`src/rtl/bp_fe_instr_realigner.sv`:
```
// Frontend instruction realigner: splits 32-bit fetch words into 16-bit parcels and
// reassembles instructions that straddle fetch-word boundaries, one per handshake.
module bp_fe_instr_realigner #(
    parameter int unsigned vaddr_width_p   = 39,
    parameter int unsigned instr_width_p   = 32,
    parameter int unsigned c_instr_width_p = 16
) (
    input  logic                     clk_i,
    input  logic                     reset_i,
    input  logic                     flush_i,

    input  logic                     fetch_v_i,
    input  logic [vaddr_width_p-1:0] fetch_pc_i,
    input  logic [instr_width_p-1:0] fetch_data_i,
    output logic                     fetch_yumi_o,

    output logic                     instr_v_o,
    output logic [vaddr_width_p-1:0] instr_pc_o,
    output logic [instr_width_p-1:0] instr_o,
    output logic                     is_compressed_o,
    input  logic                     instr_yumi_i
);

    typedef enum logic [1:0] {
        e_empty   = 2'd0,
        e_partial = 2'd1,
        e_pending = 2'd2
    } state_e;

    state_e                     state_q, state_d;
    logic [c_instr_width_p-1:0] hold_parcel_q, hold_parcel_d;
    logic [vaddr_width_p-1:0]   hold_pc_q, hold_pc_d;

    logic [c_instr_width_p-1:0] parcel0, parcel1;
    logic                       parcel0_c, parcel1_c;
    logic [vaddr_width_p-1:0]   upper_pc;

    assign parcel0   = fetch_data_i[c_instr_width_p-1:0];
    assign parcel1   = fetch_data_i[instr_width_p-1:c_instr_width_p];
    assign parcel0_c = (parcel0[1:0] != 2'b11);
    assign parcel1_c = (parcel1[1:0] != 2'b11);
    // PC of the upper parcel of the current fetch word
    assign upper_pc  = {fetch_pc_i[vaddr_width_p-1:2], 2'b10};

    always_comb begin
        state_d       = state_q;
        hold_parcel_d = hold_parcel_q;
        hold_pc_d     = hold_pc_q;
        instr_v_o     = 1'b0;
        instr_o       = '0;
        instr_pc_o    = '0;
        fetch_yumi_o  = 1'b0;

        if (reset_i || flush_i) begin
            state_d       = e_empty;
            hold_parcel_d = '0;
            hold_pc_d     = '0;
        end else begin
            unique case (state_q)
                e_pending: begin
                    instr_v_o  = 1'b1;
                    instr_o    = instr_width_p'(hold_parcel_q);
                    instr_pc_o = hold_pc_q;
                    if (instr_yumi_i) begin
                        state_d = e_empty;
                    end
                end

                e_partial: begin
                    if (fetch_v_i) begin
                        instr_v_o    = 1'b1;
                        instr_o      = {parcel0, hold_parcel_q};
                        instr_pc_o   = hold_pc_q;
                        fetch_yumi_o = instr_yumi_i;
                        if (instr_yumi_i) begin
                            hold_parcel_d = parcel1;
                            hold_pc_d     = upper_pc;
                            state_d       = parcel1_c ? e_pending : e_partial;
                        end
                    end
                end

                default: begin
                    if (fetch_v_i && !fetch_pc_i[1]) begin
                        instr_v_o    = 1'b1;
                        instr_pc_o   = fetch_pc_i;
                        fetch_yumi_o = instr_yumi_i;
                        if (!parcel0_c) begin
                            instr_o = fetch_data_i;
                        end else begin
                            instr_o = instr_width_p'(parcel0);
                            if (instr_yumi_i) begin
                                hold_parcel_d = parcel1;
                                hold_pc_d     = upper_pc;
                                state_d       = parcel1_c ? e_pending : e_partial;
                            end
                        end
                    end else if (fetch_v_i) begin
                        // Misaligned entry: only the upper parcel belongs to the stream
                        if (parcel1_c) begin
                            instr_v_o    = 1'b1;
                            instr_o      = instr_width_p'(parcel1);
                            instr_pc_o   = fetch_pc_i;
                            fetch_yumi_o = instr_yumi_i;
                        end else begin
                            fetch_yumi_o  = 1'b1;
                            hold_parcel_d = parcel1;
                            hold_pc_d     = fetch_pc_i;
                            state_d       = e_partial;
                        end
                    end
                end
            endcase
        end
    end

    assign is_compressed_o = instr_v_o & (instr_o[1:0] != 2'b11);

    always_ff @(posedge clk_i) begin
        if (reset_i) begin
            state_q       <= e_empty;
            hold_parcel_q <= '0;
            hold_pc_q     <= '0;
        end else begin
            state_q       <= state_d;
            hold_parcel_q <= hold_parcel_d;
            hold_pc_q     <= hold_pc_d;
        end
    end

endmodule

```
`config.mk`:
```
export PLATFORM = sky130hd
export DESIGN_NAME = bp_fe_instr_realigner
export DESIGN_NICKNAME = d
export VERILOG_FILES = /design/src/rtl/bp_fe_instr_realigner.sv
export SDC_FILE = /design/constraint.sdc
export NUM_CORES = 1
export LEC_CHECK = 0
export CAP_MARGIN = 20
export CORE_MARGIN = 8
export CORE_UTILIZATION = 50
export DETAILED_ROUTE_END_ITERATION = 8
export DONT_BUFFER_PORTS = 1
export GPL_TIMING_DRIVEN = 0
export PLACE_DENSITY = 0.78
export RECOVER_POWER = 100
export SLEW_MARGIN = 20
export SYNTH_ARGS = -nofsm -noshare
export SYNTH_HDL_FRONTEND = slang
export SYNTH_SLANG_ARGS = --single-unit
```
`constraint.sdc`:
```
create_clock -name clk_i -period 2.1 [get_ports clk_i]
set_clock_uncertainty 0.1 [all_clocks]
set_input_delay 0.105 -clock clk_i [delete_from_list [all_inputs] [get_ports clk_i]]
set_output_delay 0.105 -clock clk_i [all_outputs]
set_load 0.02 [all_outputs]
```
==> impl_metrics.py <==
metrics = {
    "status": {
        "status": "finished with violations",
        "violations": "negative setup slack",
    },
    "power_and_ir_drop": {
        "cellPowerDensity_mw_per_mm2": 538,
        "p_int_w": 0.00217,
        "p_clk_share_pct": 36.0,
        "ir_worst_vdd_v": 0.000426,
        "switching_share_pct": 31.6,
        "switching_power_w": 0.00100,
        "seqPwrFrac_pct": 35.3,
        "power_frac_comb_pct": 28.7,
        "leakagePower_nw": 2.15,
    },
    "worst_hold_path": {
        "hold_depth": 3,
        "min_path_type": "primary input to flip-flop",
        "worstHoldStart": "fetch_data_i[16]",
        "min_to": "hold_parcel_q[0]",
    },
    "synthesis": {
        "ys.flop_type": "dfxtp_1",
        "syn_inst": 478,
        "async_flop_share_pct": 0,
        "ys_seq_area_share_pct": 30.8,
        "synth_area_per_cell_um2": 7.75,
        "yosysTopAreaCellShare_pct": 30.8,
        "synth_seq_cells": 57,
        "synth_common_cells": "nand2_1 (118), mux2i_1 (94), nor2_1 (69), dfxtp_1 (57), clkbuf_1 (25)",
        "synth-edff-count": 0,
        "yosysWarnings": 0,
        "ys_types": 39,
        "synth_area_leader_cell": "dfxtp_1",
        "synth.most_common_cell": "nand2_1",
        "syn-num-nets": 557,
        "synthesis.area_mm2": 0.00370,
        "synth_area_leaders": "dfxtp_1 (31%), mux2i_1 (25%), nand2_1 (12%), nor2_1 (7.0%), a221oi_1 (3.3%)",
    },
    "detailed_routing": {
        "ant_nets": 0,
        "drt_iter0_drc": 189,
        "viasPerCell": 6.36,
        "vias": 4264,
        "wl_per_cell_um": 24.8,
        "drc": 0,
        "wirelength_mm": 16.6,
        "drtPass1Iterations": 5,
    },
    "die": {
        "die_area_mm2": 0.0104,
        "io_pins": 150,
        "core_region_area_mm2": 0.00721,
        "die_width_um": 102,
        "die_h_um": 102,
        "rows": 31,
        "start_util_pct": 51.4,
    },
    "sta": {
        "drv_slew": 0,
        "rsz0062_at_grt": "true",
        "worst_pin_slew_ps": 1070,
        "setup_viol": 59,
        "final.period_utilization_pct": 110,
        "clock.fmax_mhz": 432,
        "worst_slack_ps": -212,
        "slew_headroom_pct": 28.6,
        "setup-tns-final_ps": -7140,
        "hold_violations": 0,
        "layout_min_cycle_time_ps": 2310,
    },
    "global_routing": {
        "grt_overflow": 0,
        "grt_pass1_vias": 4351,
        "grt_usage_pct": 28.7,
        "antenna_found_initial": 0,
        "grt_first_pass_wirelength_mm": 23.3,
        "grt_max_degree": 11,
    },
    "clock_network": {
        "cts_made_buffers": 9,
        "htreeDepth": 3,
        "root_buffer": "clkbuf_8",
        "cts_buffer_depth": 2,
        "clkTransAtPathRegs_ps": 70,
        "cts_tree": "yes",
        "clkLatencyLatePin_ps": 340,
        "cts_sinks": 57,
    },
    "final_layout": {
        "postLayoutCoreUtil_pct": 81.9,
        "n_antenna_cell": 0,
        "multi_input_area_mm2": 0.00310,
        "syn_to_final_growth_pct": 59.5,
        "final_net_count": 646,
        "seqCellArea_mm2": 0.00114,
        "post_route_cells_drive_above_1_share_pct": 34.5,
        "fill_cells": 393,
    },
    "setup_path": {
        "ff2ff_path_depth": 7,
        "cp.depth": 8,
        "cp-start-kind": "flip-flop",
        "r2r-start": "state_q[0]",
        "setup.worst_path.end_class": "primary output",
        "cp_slowest_cell": "a211oi_4",
        "crit_start": "state_q[0]",
        "cp_data_required_time_ps": 1890,
        "cp_max_fo": 5,
        "path_cells": "inv_2 > ha_4 > buf_6 > a211o_1 > nand2_4 > or2_4 > buf_12 > a211oi_4",
        "crit_family": "compound AO/OA/AOI/OAI gates",
        "worst-r2r-setup-slack_ps": -40,
        "cp_num_buf_inv": 3,
        "arrival_ps": 2110,
        "critical_path_class": "flip-flop to primary output",
        "slowest_delay_ps": 360,
        "r2r_end": "hold_pc_q[21]",
    },
    "place": {
        "portBuffers": 0,
        "dp_slack_ps": -463,
        "dp_hpwl_mm": 8.74,
        "routabilityCongestion": 0.912,
    },
    "run": {
        "cap_viol_max_count": 0,
    },
}
## worst max-delay path by stage
stage	endpoint
4_1_cts	is_compressed_o
6_report	is_compressed_o
5_1_grt	is_compressed_o
2_1_floorplan	instr_pc_o[28]
3_3_place_gp	instr_o[6]
3_5_place_dp	instr_o[6]
## layer usage
metal / wire, um / share of wire, % / up-vias / global-route usage [%]
li1: - / - / 1817 / -
met1: 5700 / 34 / 2057 / 30.3
met2: 8310 / 50 / 324 / 51.1
met3: 1900 / 11 / 66 / 9.06
met4: 706 / 4.2 / 0 / 12.5
met5: 0 / 0 / - / 0
## layout make-up
cell class	instances	share of cell area, %
flip-flops and latches	57	19.4
clock buffers	13	3.03
repair buffers	80	14.5
multi-input cells	368	52.5
clock inverters	2	0.593
plain buffers	44	7.52
well taps	99	2.10
inverters	7	0.445
## cells in the final DEF, fill, tap and decap left out, types with 3 or more instances in the layout
cell type      count
clkbuf_16          8
mux2i_2           16
buf_2              4
clkbuf_1          14
a21oi_4            3
nor2b_1            4
dfxtp_1           55
a221oi_1           5
dlygate4sd3_1     53
nor3_4            14
nand2_1          117
a22oi_2           11
buf_12             6
a31oi_1            3
buf_4             16
buf_8              5
a22oi_1            4
inv_1              6
a221oi_2           9
nor2_2             5
clkbuf_8          14
mux2i_1           76
nor2_1            15
nor2_4            49
buf_6             13
## flip-flops by register name (all words and copies together) (netlist names)
name,flops
state_q,2
hold_parcel_q,16
hold_pc_q,39
## worst min-delay path: stages
cell and delay (ps):
buf_2 160, nand2_1 70, mux2i_1 60
## through the flow
stage	area [um2]	cells	power, W	hold slack, ps
after floorplan	3750	478	0.00156	147
after global placement	3870	577	0.00164	149
after detailed placement	3870	577	0.00165	154
after CTS	5450	656	0.00303	0.420
after global routing	5910	670	0.00326	14.7
final	5910	670	0.00318	20.7
## power groups by stage
stage	clock, W	combinational (W)	sequential (W)
final	0.00114	0.000913	0.00112
after CTS	0.00113	0.000786	0.00112
after detailed placement	0	0.000510	0.00114
after global routing	0.00119	0.000952	0.00112
after floorplan	0	0.000419	0.00114
after global placement	0	0.000500	0.00114
## cell families (layout without fill, tap and decap cells)
| family | count (synthesis) | count (layout) | synth area share (%) |
|---|---|---|---|
| AOI/OAI and AO/OA | 51 | 51 | 10.7 |
| adders and majority gates | 3 | 3 | 1.01 |
| buffers and inverters | 53 | 146 | 7.73 |
| DFF | 57 | 57 | 30.8 |
| muxes | 95 | 95 | 25.7 |
| and+or+nand+nor | 219 | 219 | 24.0 |
## what timing repair did
item / 4_1_cts / 5_1_grt
pin swaps: 29 / 43
gates cloned: 3 / 2
resized for setup: 174 / 81
setup buffers: 10 / 12
hold buffers: 53 / 0
endpoints found under the setup margin: 74 / 71
endpoints found under the hold margin: 54 / 0
Note: power is estimated with default switching activity, not from simulation.
